`src/rtl/matmul_pkg.sv`:
```
// matmul_pkg: shared definitions for the UART matrix-multiply sequencer.
//   state_t         : sequencer state encoding, also exported on the debug port
//   *_DEF           : default values for the sequencer parameters
//   RES_W           : width of one result element
//   elem_count()    : N*N for a latched matrix size
package matmul_pkg;

  typedef enum logic [2:0] {
    IDLE      = 3'd0,
    RECV_SIZE = 3'd1,
    RECV_A    = 3'd2,
    RECV_B    = 3'd3,
    COMPUTE   = 3'd4,
    SEND      = 3'd5,
    SEND_WAIT = 3'd6
  } state_t;

  localparam int         MAX_N_DEF       = 3;
  localparam logic [7:0] SYNC_BYTE_DEF   = 8'hA5;
  localparam int         CMP_TIMEOUT_DEF = 256;
  localparam int         RES_W           = 16;

  function automatic logic [7:0] elem_count(input logic [3:0] n);
    return {4'b0, n} * {4'b0, n};
  endfunction

endpackage

```
`src/rtl/tx_byte_sender.sv`:
```
// tx_byte_sender: start/busy handshake towards uart_tx.
//   clk, rst  : bclk domain clock, synchronous active-high reset
//   byte_data : byte to send when go is granted
//   go        : a byte is waiting to be sent
//   tx_busy   : uart_tx busy
//   tx_start  : one-cycle start pulse, only issued while tx_busy is low
//   tx_data   : byte to transmit, held from tx_start until the next start
//   done      : one-cycle strobe when uart_tx has finished the byte
module tx_byte_sender (
  input  logic       clk,
  input  logic       rst,
  input  logic [7:0] byte_data,
  input  logic       go,
  input  logic       tx_busy,
  output logic       tx_start,
  output logic [7:0] tx_data,
  output logic       done
);

  logic [7:0] data_q;
  logic       wait_q;
  logic       skip_q;

  // Start and data are combinational so the first byte can leave the cycle
  // right after the Calculator reports done; the byte is captured on start.
  assign tx_start = go & ~wait_q & ~tx_busy;
  assign tx_data  = tx_start ? byte_data : data_q;
  // uart_tx raises busy one cycle after start, so the cycle right after the
  // start pulse cannot be trusted as "finished".
  assign done     = wait_q & ~skip_q & ~tx_busy;

  always_ff @(posedge clk) begin
    if (rst) begin
      data_q <= '0;
      wait_q <= 1'b0;
      skip_q <= 1'b0;
    end else begin
      skip_q <= tx_start;
      if (tx_start) begin
        data_q <= byte_data;
        wait_q <= 1'b1;
      end else if (done) begin
        wait_q <= 1'b0;
      end
    end
  end

endmodule

```
`src/rtl/matmul_seq_ctrl.sv`:
```
// matmul_seq_ctrl: host-stream sequencer for the UART matrix-multiply engine.
// Parses sync / size / A / B bytes, writes the A and B memories, starts the
// Calculator, then returns the 16-bit results LSB first through uart_tx.
//   clk, rst          : bclk clock, synchronous active-high reset
//   rx_data, rx_valid : byte stream from uart_rx
//   tx_busy           : uart_tx busy
//   mult_done         : Calculator finished strobe
//   res_data          : result element at res_addr
//   a_we, b_we        : matrix memory write strobes
//   mem_addr, wr_data : element address / data for those writes
//   mult_start        : Calculator start pulse
//   res_addr          : result element being sent
//   tx_start, tx_data : uart_tx start pulse / byte
//   matrix_size       : latched N
//   state             : current state (debug)
//   err               : sticky error (bad size or Calculator timeout)
// Build option: define MATMUL_CKSUM_EN to append an XOR checksum byte after
// the results.
//
// state     | meaning
// IDLE      | waiting for the sync byte
// RECV_SIZE | waiting for N
// RECV_A    | writing N*N elements of A
// RECV_B    | writing N*N elements of B
// COMPUTE   | Calculator running, timeout counter active
// SEND      | waiting for uart_tx to accept the next byte
// SEND_WAIT | byte in flight, waiting for uart_tx to go idle
module matmul_seq_ctrl
  import matmul_pkg::*;
#(
  parameter int         MAX_N       = MAX_N_DEF,
  parameter logic [7:0] SYNC_BYTE   = SYNC_BYTE_DEF,
  parameter int         CMP_TIMEOUT = CMP_TIMEOUT_DEF
) (
  input  logic             clk,
  input  logic             rst,
  input  logic [7:0]       rx_data,
  input  logic             rx_valid,
  input  logic             tx_busy,
  input  logic             mult_done,
  input  logic [RES_W-1:0] res_data,
  output logic             a_we,
  output logic             b_we,
  output logic [3:0]       mem_addr,
  output logic [7:0]       wr_data,
  output logic             mult_start,
  output logic [3:0]       res_addr,
  output logic             tx_start,
  output logic [7:0]       tx_data,
  output logic [3:0]       matrix_size,
  output logic [2:0]       state,
  output logic             err
);

  localparam int CYC_W = $clog2(CMP_TIMEOUT + 1);

  state_t           st;
  logic [3:0]       cnt;
  logic [CYC_W-1:0] cyc;
  logic             byte_sel;
  logic [7:0]       nn;
  logic             last_elem;
  logic             last_res;
  logic [7:0]       res_byte;
  logic [7:0]       sender_byte;
  logic             go;
  logic             snd_done;

  assign nn        = elem_count(matrix_size);
  assign last_elem = ({4'b0, cnt} == nn - 8'd1);
  assign last_res  = byte_sel && ({4'b0, res_addr} == nn - 8'd1);
  assign res_byte  = byte_sel ? res_data[RES_W-1:8] : res_data[7:0];
  assign go        = (st == SEND);
  assign state     = st;

`ifdef MATMUL_CKSUM_EN
  logic [7:0] cksum;
  logic       cks_phase;
  assign sender_byte = cks_phase ? cksum : res_byte;
`else
  assign sender_byte = res_byte;
`endif

  tx_byte_sender u_sender (
    .clk       (clk),
    .rst       (rst),
    .byte_data (sender_byte),
    .go        (go),
    .tx_busy   (tx_busy),
    .tx_start  (tx_start),
    .tx_data   (tx_data),
    .done      (snd_done)
  );

  always_ff @(posedge clk) begin
    if (rst) begin
      st          <= IDLE;
      cnt         <= '0;
      cyc         <= '0;
      byte_sel    <= 1'b0;
      a_we        <= 1'b0;
      b_we        <= 1'b0;
      mem_addr    <= '0;
      wr_data     <= '0;
      mult_start  <= 1'b0;
      res_addr    <= '0;
      matrix_size <= '0;
      err         <= 1'b0;
`ifdef MATMUL_CKSUM_EN
      cksum       <= '0;
      cks_phase   <= 1'b0;
`endif
    end else begin
      a_we       <= 1'b0;
      b_we       <= 1'b0;
      mult_start <= 1'b0;
      case (st)
        IDLE: begin
          if (rx_valid && rx_data == SYNC_BYTE) begin
            err <= 1'b0;
            st  <= RECV_SIZE;
          end
        end
        RECV_SIZE: begin
          if (rx_valid) begin
            if (rx_data >= 8'd1 && rx_data <= 8'(MAX_N)) begin
              matrix_size <= rx_data[3:0];
              cnt         <= '0;
              st          <= RECV_A;
            end else begin
              err <= 1'b1;
              st  <= IDLE;
            end
          end
        end
        RECV_A, RECV_B: begin
          if (rx_valid) begin
            a_we     <= (st == RECV_A);
            b_we     <= (st == RECV_B);
            wr_data  <= rx_data;
            mem_addr <= cnt;
            if (last_elem) begin
              cnt <= '0;
              if (st == RECV_A) begin
                st <= RECV_B;
              end else begin
                st         <= COMPUTE;
                mult_start <= 1'b1;
                cyc        <= '0;
              end
            end else begin
              cnt <= cnt + 4'd1;
            end
          end
        end
        COMPUTE: begin
          // done is checked first so it wins over a coincident timeout
          if (mult_done) begin
            st       <= SEND;
            res_addr <= '0;
            byte_sel <= 1'b0;
`ifdef MATMUL_CKSUM_EN
            cksum     <= '0;
            cks_phase <= 1'b0;
`endif
          end else if (cyc == CYC_W'(CMP_TIMEOUT - 1)) begin
            err <= 1'b1;
            st  <= IDLE;
          end else begin
            cyc <= cyc + CYC_W'(1);
          end
        end
        SEND: begin
          if (tx_start) begin
            st <= SEND_WAIT;
`ifdef MATMUL_CKSUM_EN
            if (!cks_phase) cksum <= cksum ^ tx_data;
`endif
          end
        end
        SEND_WAIT: begin
          if (snd_done) begin
`ifdef MATMUL_CKSUM_EN
            if (cks_phase) begin
              st <= IDLE;
            end else begin
              byte_sel <= ~byte_sel;
              if (byte_sel) res_addr <= res_addr + 4'd1;
              if (last_res) cks_phase <= 1'b1;
              st <= SEND;
            end
`else
            byte_sel <= ~byte_sel;
            if (byte_sel) res_addr <= res_addr + 4'd1;
            st <= last_res ? IDLE : SEND;
`endif
          end
        end
        default: st <= IDLE;
      endcase
    end
  end

endmodule

```
`config.mk`:
```
export PLATFORM = sky130hd
export DESIGN_NAME = matmul_seq_ctrl
export DESIGN_NICKNAME = d
export VERILOG_FILES = /design/src/rtl/matmul_pkg.sv /design/src/rtl/tx_byte_sender.sv /design/src/rtl/matmul_seq_ctrl.sv
export SDC_FILE = /design/constraint.sdc
export NUM_CORES = 1
export LEC_CHECK = 0
export ABC_AREA = 0
export BUFFER_PORTS_ARGS = -buffer_cell sky130_fd_sc_hd__clkbuf_2
export CELL_PAD_IN_SITES_DETAIL_PLACEMENT = 0
export CELL_PAD_IN_SITES_GLOBAL_PLACEMENT = 2
export CORE_ASPECT_RATIO = 2
export CORE_MARGIN = 1.5
export CORE_UTILIZATION = 33
export DETAILED_ROUTE_END_ITERATION = 8
export PLACE_DENSITY = 0.86
export SLEW_MARGIN = 20
export SYNTH_ARGS = -nofsm -noshare
export SYNTH_HDL_FRONTEND = slang
export SYNTH_SLANG_ARGS = --single-unit
```
`constraint.sdc`:
```
create_clock -name clk -period 7.7 [get_ports clk]
set_input_delay 0.77 -clock clk [delete_from_list [all_inputs] [get_ports clk]]
set_output_delay 0.77 -clock clk [all_outputs]
set_load 0.03 [all_outputs]
```
==> summary.txt, run 1 <==
Timing
  – Period minus WS final: 3.618 ns
  – Rel. slew slack: 0.3717
  – Setup Skew: 0.006510 ns
  – RSZ-0062 raised after global routing: no
  – Setup TNS: 0 ns
  – Worst slew pin tran: 0.9389 ns
  – Worst setup margin: around 4.1 ns
  – Final Cycle Share: 0.4699
  – Slew Limit Fails: 0
  – Final setup fails: 0
  – Final hold viol count: 0
  – Fmax: roughly 0.28 GHz

Final layout
  – Design Area, Final: approximately 3300 µm²
  – Antenna Diode Count: 0
  – Layout area overhead: 18.88%
  – Final nets: between 400 and 500
  – Share of cells above drive strength 1: 0.2101
  – Core Util, Final: 0.4029

Run
  – Total of max-cap violations: 0

Detailed routing
  – Pre-antenna DRT Iters: 4
  – Final WL: ~7100 µm
  – Post-route ant nets: 0
  – Via count: 2555
  – DR iter-0 viols: 160
  – DR vias/cell: 5.183
  – Routed length per placed instance: 14.49 µm
  – Number of remaining DRC errors: 0

Worst setup path
  – Worst path required time: 7.89 ns
  – Critical path class: reg2reg
  – Crit. End Element: register
  – Worst-case reg-to-reg path depth: 10
  – Reg-to-reg critical path endpoint: cyc[8]
  – R2r setup slk: approximately 4.1 ns
  – Crit path to: cyc[8]
  – Startpoint types: register
  – Crit path DAT: roughly 3.8 ns
  – Critical path startpoint: matrix_size[1]
  – Maximum fanout along the worst path: 12
  – Worst reg2reg path startpoint: matrix_size[1]

Pwr
  – Worst VDD drop: about 0.11 mV
  – Power density over the cells: about 150 nW/µm²
  – P_leak: around 1.3 nW
  – Total Power: between 500 and 600 µW

Floorplanning
  – Row count: 47
  – Starting Density: 0.3389
  – IO Pins: 65
  – Core ar.: between 8000 and 9000 µm²
  – Die footprint: roughly 9000 µm²
  – Die width: about 68 µm
  – Die height: ~130 µm

Placed design
  – Place WS: around 4.1 ns
  – Hpwl dp: about 5200 µm
  – Gpl congestion: roughly 0.76
  – Port Buffers: 64
  – Placement Cell Area: around 3200 µm²

Clocking
  – Worst-path clk slew: roughly 0.070 ns
  – Setup bufs post-CTS: 0
  – Clock tree from TritonCTS: built
  – Clock Latency Late Sink: just under 0.3 ns
  – CTS Sinks: 51
  – Cts bufs inserted: 5
  – Post-CTS resize count: 0
  – Post-CTS Hold Fix Bufs: 0
  – Root Driver: clkbuf_16
  – Clk buf depth: 2
  – H-tree lvl count: 2

Synth
  – Main synth FF type: dfxtp_1
  – Syn_nets: around 380
  – Synthesized area: around 2800 µm²
  – Synthesis-stage register bit count: 51
  – FFs w/ async S/R, synth: 0
  – Synth cell types: 56
  – Commonest cells post-synth: dfxtp_1 (51), nand2_1 (50), a21oi_1 (26)
  – Post-synth top area cell: dfxtp_1
  – Share of the synthesized area in the top cell type: 0.3659
  – Post-synth EDFFs: 0
  – Synth area leaders: dfxtp_1 (37%), nand2_1 (6.7%), ha_1 (5.4%), a21oi_1 (4.7%), mux2i_1 (3.9%)
  – Sequential area share after synthesis: 0.3659
  – Post-Synthesis Cells: 340
  – Synthesis Warnings: 0
  – Syn_area_per_cell: just over 8 µm²
  – Most common cell in the synthesized netlist: dfxtp_1

Global route
  – All-Layer GR Usage: 0.1697
  – First-pass GRT wire length: roughly 12000 µm
  – Initial antenna violation count: 0
  – Total gr overflow: 0
  – Vias in the first global route: 2470
  – Largest net degree at the start of global routing: between 50 and 60

Worst hold path
  – HP Class: reg2reg

Run status
  – Status: complete, no violations
==> how the worst min path moves through the flow <==
stage / end / startpoint / cells after the start
after CTS: wr_data[0] / wr_data[0] / 2
final: mem_addr[0] / mem_addr[0] / 2
after floorplan: u_sender.wait_q / u_sender.wait_q / 2
after global placement: wr_data[0] / wr_data[0] / 2
after detailed placement: wr_data[0] / wr_data[0] / 2
after global routing: wr_data[0] / wr_data[0] / 2
==> metrics by stage <==
step                hold WS [ns]  std cells
finish                    0.4566        493
global route              0.4742        493
CTS                       0.4576        493
detailed placement        0.4474        485
global placement          0.4457        485
floorplan                 0.4451        340
==> worst max-delay path, cell delays in order, from the launching register on <==
cell and delay, ns:
dfxtp_1 0.59, nand2_1 0.10, ha_1 0.30, xor2_1 0.17
ha_1 0.22, ha_1 0.32, or4_1 0.53, a221oi_2 0.56
and4_1 0.53, o21ai_0 0.13, o41ai_1 0.07
==> sequential cells by signal, indices dropped and copies added (netlist names), 3 cells and up <==
name / flops
u_sender.data_q: 8
state: 3
res_addr: 4
wr_data: 8
mem_addr: 4
cyc: 9
cnt: 4
matrix_size: 4
==> report_power, final <==
| group | switching (mW) | internal (mW) |
|---|---|---|
| sequential | 0.000194 | 0.264 |
| clock | 0.103 | 0.130 |
| combinational | 0.0103 | 0.00704 |
==> metal layers <==
metal  global-route usage  share of wire  vias to the layer above
met3              0.02891          0.036                       10
met5                    0              0                        -
met2               0.3020           0.54                       57
li1                     -              -                     1311
met1               0.1924           0.41                     1177
met4              0.06333          0.021                        0
==> logic make-up after synthesis <==
kind of cell / after synthesis / share of synthesized area
and+or+nand+nor: 148 / 0.2753
adders and majority gates: 12 / 0.05381
muxes: 12 / 0.04350
xor gates and xnor gates: 16 / 0.05022
buffers and inverters: 30 / 0.04574
DFF: 51 / 0.3659
AOI/OAI and AO/OA: 71 / 0.1655
==> cell type report <==
class,instances,area [µm²]
clock buffer,6,138.9
clock inverter,2,16.27
fill,899,4916
inverter,11,41.29
multi-input combinational,259,1642
sequential,51,1021
tap,98,122.6
timing repair buffer,66,335.3
==> placed cells by master, fill, tap and decap left out, drive strengths merged, types with 3 or more instances in the layout <==
| cell type | instances |
|---|---|
| dfxtp | 51 |
| nand2 | 50 |
| xor2 | 6 |
| o21ai | 18 |
| nand3b | 6 |
| nor3b | 5 |
| ha | 12 |
| nand2b | 5 |
| mux2i | 11 |
| nor3 | 16 |
| inv | 11 |
| clkbuf | 70 |
| a221oi | 4 |
| nor2 | 23 |
| xnor2 | 10 |
| nand3 | 9 |
| a21oi | 27 |
| or3 | 4 |
| or3b | 3 |
| nand4 | 3 |
| nor2b | 14 |
| o41ai | 3 |
No activity file was read; power rests on OpenSTA's default activity.
==> run 2, diff against run 1 <==
--- a/config.mk
+++ b/config.mk
@@ -5,15 +5,15 @@
 export SDC_FILE = /design/constraint.sdc
 export NUM_CORES = 1
 export LEC_CHECK = 0
-export ABC_AREA = 0
+export ABC_AREA = 1
 export BUFFER_PORTS_ARGS = -buffer_cell sky130_fd_sc_hd__clkbuf_2
 export CELL_PAD_IN_SITES_DETAIL_PLACEMENT = 0
 export CELL_PAD_IN_SITES_GLOBAL_PLACEMENT = 2
 export CORE_ASPECT_RATIO = 2
 export CORE_MARGIN = 1.5
-export CORE_UTILIZATION = 33
+export CORE_UTILIZATION = 26
 export DETAILED_ROUTE_END_ITERATION = 8
-export PLACE_DENSITY = 0.86
+export PLACE_DENSITY = 0.77
 export SLEW_MARGIN = 20
 export SYNTH_ARGS = -nofsm -noshare
 export SYNTH_HDL_FRONTEND = slang
==> constraint.sdc (replaced) <==
create_clock -name clk -period 2.9 [get_ports clk]
set_input_delay 0.29 -clock clk [delete_from_list [all_inputs] [get_ports clk]]
set_output_delay 0.29 -clock clk [all_outputs]
set_load 0.03 [all_outputs]
==> run 2 against run 1 <==
Effect of this change: utilization is 7.4 points lower; setup slack got worse by 3.9 ns; cell count rose by 31%; first-iteration DRC count is 49% lower; power increased to 2.7 times the previous value; synthesized cell count up 29%; cell area grew 8.4%; worst hold slack worse by 0.20 ns; non-clock buffer count up 7; global-route usage fell by 2.5 points; die area increased by 32%; maximum frequency increased by 35%; critical endpoint is now state[0].
==> summary.txt, run 2 <==
Placed design
  – Place WS: roughly 0.13 ns
  – Hpwl dp: ~6400 µm
  – Placement Cell Area: roughly 3400 µm²
  – Port Buffers: 64
  – Gpl congestion: between 0.7 and 0.8

Floorplanning
  – Row count: 54
  – Die footprint: 11900 µm²
  – Core ar.: 10950 µm²
  – Die width: 77.89 µm
  – IO Pins: 65
  – Die height: between 150 and 200 µm
  – Starting Density: 0.2665

Synth
  – Synth area leaders: dfxtp_1 (35%), nor2_1 (12%), nand2_1 (9.7%), o21ai_0 (7.4%), inv_1 (6.7%)
  – Synthesized area: approximately 3000 µm²
  – FFs w/ async S/R, synth: 0
  – Post-synth EDFFs: 0
  – Commonest cells post-synth: nor2_1 (94), nand2_1 (75), inv_1 (52)
  – Syn_nets: approximately 480
  – Synth cell types: 34
  – Synthesis-stage register bit count: 51
  – Syn_area_per_cell: 6.674 µm²
  – Share of the synthesized area in the top cell type: 0.3501
  – Post-Synthesis Cells: between 400 and 500
  – Post-synth top area cell: dfxtp_1
  – Most common cell in the synthesized netlist: nor2_1
  – Sequential area share after synthesis: 0.3501
  – Main synth FF type: dfxtp_1
  – Synthesis Warnings: 0

Clocking
  – CTS Sinks: between 50 and 60
  – Clock Latency Late Sink: around 0.30 ns
  – Worst-path clk slew: roughly 0.07 ns
  – Clk buf depth: 2
  – Cts bufs inserted: 5
  – Clock tree from TritonCTS: built
  – H-tree lvl count: 2
  – Root Driver: clkbuf_16

Timing
  – Rel. slew slack: 0.4645
  – Worst setup margin: 0.2236 ns
  – Final setup fails: 0
  – Worst slew pin tran: 0.8023 ns
  – Slew Limit Fails: 0
  – Setup TNS: 0 ns
  – RSZ-0062 raised after global routing: no
  – Final Cycle Share: 0.9229
  – Final hold viol count: 0
  – Period minus WS final: 2.676 ns
  – Fin Hold WS: 0.2569 ns
  – Fmax: between 0.3 and 0.4 GHz
  – Setup Skew: between 0.006 and 0.007 ns

Worst setup path
  – Crit. End Element: register
  – Crit path DAT: between 2 and 3 ns
  – Critical path class: reg2reg
  – Maximum fanout along the worst path: 4
  – Worst path required time: roughly 3.1 ns
  – Startpoint types: register

Pwr
  – Worst VDD drop: 0.3100 mV
  – P_leak: around 1.8 nW
  – Power density over the cells: ~380 nW/µm²

Final layout
  – Final nets: between 500 and 600
  – Commonest non-fill, non-tap cells in the layout: nor2_1 (94), nand2_1 (73), clkbuf_2 (64), inv_1 (51), dfxtp_1 (49)
  – Most common cell after layout, fill and taps aside: nor2_1
  – Layout area overhead: 23.25%
  – Top Registers: cyc (9), u_sender.data_q (8), wr_data (8)
  – Antenna Diode Count: 0
  – Largest Register: cyc
  – Share of cells above drive strength 1: 0.2308
  – Design Area, Final: around 3600 µm²
  – Largest register FFs: 9

Detailed routing
  – DR iter-0 viols: 81
  – Via count: a little under 3000
  – Routed length per placed instance: approximately 13 µm
  – Pre-antenna DRT Iters: 4
  – Post-route ant nets: 0
  – Final WL: 8183 µm
  – Number of remaining DRC errors: 0
  – DR vias/cell: approximately 4.5

Global route
  – Initial antenna violation count: 0
  – Largest net degree at the start of global routing: 26
  – Total gr overflow: 0
  – First-pass GRT wire length: ~14000 µm
  – All-Layer GR Usage: 0.1448
  – Vias in the first global route: 2957

Run
  – Total of max-cap violations: 0

Worst hold path
  – HP Class: in2reg

Run status
  – Status: complete, no violations
==> run 2: metrics by stage <==
| step | instances | power [mW] | util |
|---|---|---|---|
| floorplan | 437 | 0.7713 | - |
| finish | 647 | 1.384 | 0.3284 |
| global placement | 638 | 0.8126 | 0.3113 |
| global route | 647 | 1.443 | 0.3284 |
| CTS | 646 | 1.410 | 0.3238 |
| detailed placement | 638 | 0.8134 | 0.3113 |
==> run 2: area by class of cell <==
type	count	area (µm²)
Clock inverter	1	5.005
Multi-Input combinational cell	313	1635
Timing Repair Buffer	73	387.9
Tap cell	140	175.2
Fill cell	1268	7351
Inverter	62	235.2
Sequential cell	51	1023
Clock buffer	7	132.6
==> run 2: logic make-up (layout without fill, tap and decap cells) <==
logic type                 after synthesis  in the layout  synth area share
AOI/OAI and AO/OA                       74             74            0.1360
xor gates and xnor gates                 8              8           0.02402
adders and majority gates               12             12           0.05148
muxes                                    1              1          0.003432
and+or+nand+nor                        218            218            0.3312
DFF                                     51             51            0.3501
buffers and inverters                   73            143            0.1038
==> run 2: metal layers <==
metal / global-route usage / share of wire
met1: 0.1399 / 0.38
met2: 0.2936 / 0.57
met3: 0.01737 / 0.025
met4: 0.05952 / 0.025
met5: 0 / 0
==> run 2: power breakdown <==
| part | internal, mW | switching, mW |
|---|---|---|
| clock | 0.320 | 0.268 |
| combinational | 0.0321 | 0.0601 |
| sequential | 0.702 | 0.00146 |
==> run 2: repair_timing <==
| item | in CTS | in global routing |
|---|---|---|
| resized for setup | 0 | 8 |
| hold buffers | 0 | 0 |
| hold endpoints to repair | 0 | 0 |
| setup buffers | 0 | 1 |
| setup endpoints to repair | 0 | 15 |
==> run 2: final timing paths <==
path                            cells past startpoint            start  slack [ns]         endpoint
worst min register to register                      2  u_sender.wait_q        0.47  u_sender.wait_q
worst min-delay path                                3       rx_data[5]        0.26       wr_data[5]
worst max-delay path                               17   matrix_size[3]        0.22         state[0]
worst max register to register                     17   matrix_size[3]        0.22         state[0]
==> run 2: critical path: stages, from the launching register on <==
cell and delay (ns):
dfxtp_2 0.33, nand2_2 0.10, ha_4 0.23, xor2_2 0.18
xor2_1 0.17, ha_1 0.31, ha_1 0.31, inv_1 0.05
nand2_1 0.04, nand2_1 0.06, nand2_1 0.06, nor2_2 0.13
nand3_2 0.11, nand2_2 0.11, buf_4 0.14, nand2_1 0.08
nand2_1 0.07, a21oi_1 0.06
==> run 3, diff against run 2 <==
--- a/config.mk
+++ b/config.mk
@@ -11,9 +11,9 @@
 export CELL_PAD_IN_SITES_GLOBAL_PLACEMENT = 2
 export CORE_ASPECT_RATIO = 2
 export CORE_MARGIN = 1.5
-export CORE_UTILIZATION = 26
+export CORE_UTILIZATION = 31
 export DETAILED_ROUTE_END_ITERATION = 8
-export PLACE_DENSITY = 0.77
+export PLACE_DENSITY = 0.86
 export SLEW_MARGIN = 20
 export SYNTH_ARGS = -nofsm -noshare
 export SYNTH_HDL_FRONTEND = slang
==> constraint.sdc (replaced) <==
create_clock -name clk -period 3.2 [get_ports clk]
set_input_delay 0.32 -clock clk [delete_from_list [all_inputs] [get_ports clk]]
set_output_delay 0.32 -clock clk [all_outputs]
set_load 0.03 [all_outputs]
==> run 3 against run 2 <==
Effect of this change: utilization grew 6.0 points; register-to-register slack gained 0.11 ns; setup slack gained 0.11 ns; sequential power shrank 9.5%; maximum frequency shrank 6.6%; count of clock-buffer cells in the layout shrank 1; die area shrank 16%; first-iteration DRC count grew 43%; power grew 2.1%; cell area shrank 1.8%; clock power grew 18%; largest cell class unchanged; largest power group is now clock; highest routed layer unchanged.
==> summary.txt, run 3 (synthesized netlist as in run 2, its figures left out) <==
Detailed routing
  – Number of remaining DRC errors: 0
  – Final WL: about 7900 µm
  – DR iter-0 viols: approximately 120
  – Post-route ant nets: 0
  – DR vias/cell: 4.779
  – Pre-antenna DRT Iters: 6
  – Via count: just under 3000
  – Routed length per placed instance: roughly 13 µm

Clocking
  – Root Driver: clkbuf_16
  – Clock Latency Late Sink: 0.30 ns
  – Clock tree from TritonCTS: built
  – Post-CTS Hold Fix Bufs: 0
  – Worst-path clk slew: 0.07 ns
  – Setup bufs post-CTS: 0
  – Clk buf depth: 2
  – CTS Sinks: 51
  – Cts bufs inserted: 5
  – H-tree lvl count: 2

Placed design
  – Hpwl dp: slightly above 6000 µm
  – Post-Place Cells: just under 600
  – Port Buffers: 64
  – Gpl congestion: between 0.8 and 0.9

Final layout
  – Final nets: around 540
  – Commonest non-fill, non-tap cells in the layout: nor2_1 (94), nand2_1 (75), clkbuf_2 (64), inv_1 (52), dfxtp_1 (51)
  – Most common cell after layout, fill and taps aside: nor2_1
  – Antenna Diode Count: 0
  – Largest register FFs: 9
  – Top Registers: cyc (9), u_sender.data_q (8), wr_data (8)
  – Share of cells above drive strength 1: 0.2107
  – Layout area overhead: 20.98%
  – Final Non-Filler Cells: between 600 and 700
  – Largest Register: cyc

Floorplanning
  – Die height: ~140 µm
  – Die width: 71.59 µm
  – Core ar.: 9074 µm²
  – Die footprint: around 10000 µm²
  – Row count: a little under 50
  – Starting Density: 0.3214
  – IO Pins: 65

Timing
  – Final Cycle Share: 0.8957
  – Fmax: 0.3489 GHz
  – Rel. slew slack: 0.5110
  – Fin Hold WS: about 0.27 ns
  – Final hold viol count: 0
  – Setup TNS: 0 ns
  – Final setup fails: 0
  – Slew Limit Fails: 0
  – RSZ-0062 raised after global routing: no
  – Setup Skew: approximately 0.0032 ns
  – Worst slew pin tran: ~0.73 ns
  – Period minus WS final: 2.866 ns

Global route
  – Vias in the first global route: 2816
  – Total gr overflow: 0
  – All-Layer GR Usage: 0.1681
  – First-pass GRT wire length: approximately 13000 µm
  – Initial antenna violation count: 0
  – Largest net degree at the start of global routing: 26

Worst setup path
  – Crit path DAT: about 3.1 ns
  – R2r setup slk: 0.33 ns
  – Worst path required time: around 3.4 ns
  – Reg-to-reg critical path endpoint: cyc[1]
  – Startpoint types: register
  – Crit. End Element: register
  – Critical path class: reg2reg
  – Worst reg2reg path startpoint: matrix_size[2]
  – Maximum fanout along the worst path: 14
  – Worst-case reg-to-reg path depth: 14

Run
  – Total of max-cap violations: 0

Run status
  – Status: complete, no violations

Worst hold path
  – HP Class: in2reg
  – End of the worst hold path: wr_data[3]
  – Worst hold path depth: 3
  – Worst hold start: rx_data[3]

Pwr
  – Power density over the cells: roughly 400 nW/µm²
  – Worst VDD drop: 0.2728 mV
  – P_leak: approximately 1.8 nW
## run 3: cell types whose count changed in the layout (fill, tap and decap cells not counted), moves of 2 or more
cell,before,now
nand2_2,7,5
dfxtp_2,2,0
ha_4,2,0
nand2_1,73,75
dfxtp_1,49,51
bufinv_16,0,2
ha_1,10,12
buf_4,9,5
## run 3: timing repair
item,in CTS,in global routing
resized for setup,0,1
setup endpoints to repair,0,5
hold endpoints to repair,0,0
## run 3: worst max-delay path, stage by stage, from the launching register on
cell	delay [ns]
dfxtp_1	0.40
inv_1	0.11
ha_1	0.31
xor2_1	0.17
xor2_1	0.16
ha_1	0.21
ha_1	0.32
o21ai_0	0.14
o21ai_0	0.10
nor2_1	0.17
nand3_2	0.13
nand2_2	0.14
nand2_4	0.13
o21ai_0	0.21
nor2_1	0.05
## run 3: power by group
part           internal, mW  total, mW  switching (mW)
Combinational        0.0288     0.0831          0.0543
Clock                 0.449      0.692           0.243
Sequential            0.636      0.637        0.000617
## run 3: worst max path at each step
stage | from | end | slack, ns
5_1_grt | matrix_size[2] | cyc[2] | 0.05
3_5_place_dp | matrix_size[2] | cyc[1] | 0.26
6_report | matrix_size[2] | cyc[1] | 0.33
2_1_floorplan | matrix_size[1] | cyc[8] | 0.24
3_3_place_gp | matrix_size[2] | cyc[0] | 0.35
4_1_cts | matrix_size[2] | cyc[1] | 0.25
## run 3: per-layer routing
metal / GRT usage / part of all wire / vias up
met4: 0.08441 / 0.034 / 0
li1: - / - / 1510
met2: 0.3123 / 0.54 / 61
met3: 0.02878 / 0.034 / 14
met1: 0.1753 / 0.39 / 1306
met5: 0 / 0 / -
## run 3: metrics by stage
step	setup WS, ns	instance area, µm²	total power [mW]	utilization
detailed placement	0.2648	3334	0.7353	0.3675
floorplan	0.2392	2917	0.6990	-
finish	0.3339	3528	1.412	0.3889
CTS	0.2488	3523	1.436	0.3883
global placement	0.3525	3334	0.7360	0.3675
global route	0.05456	3528	1.460	0.3889
## run 3: cell type report
class	count	area [µm²]
Timing Repair Buffer	69	357.8
Multi-Input combinational cell	313	1598
Inverter	62	235.2
Tap cell	102	127.6
Fill cell	1017	5545
Sequential cell	51	1021
Clock inverter	2	60.06
Clock buffer	6	128.9
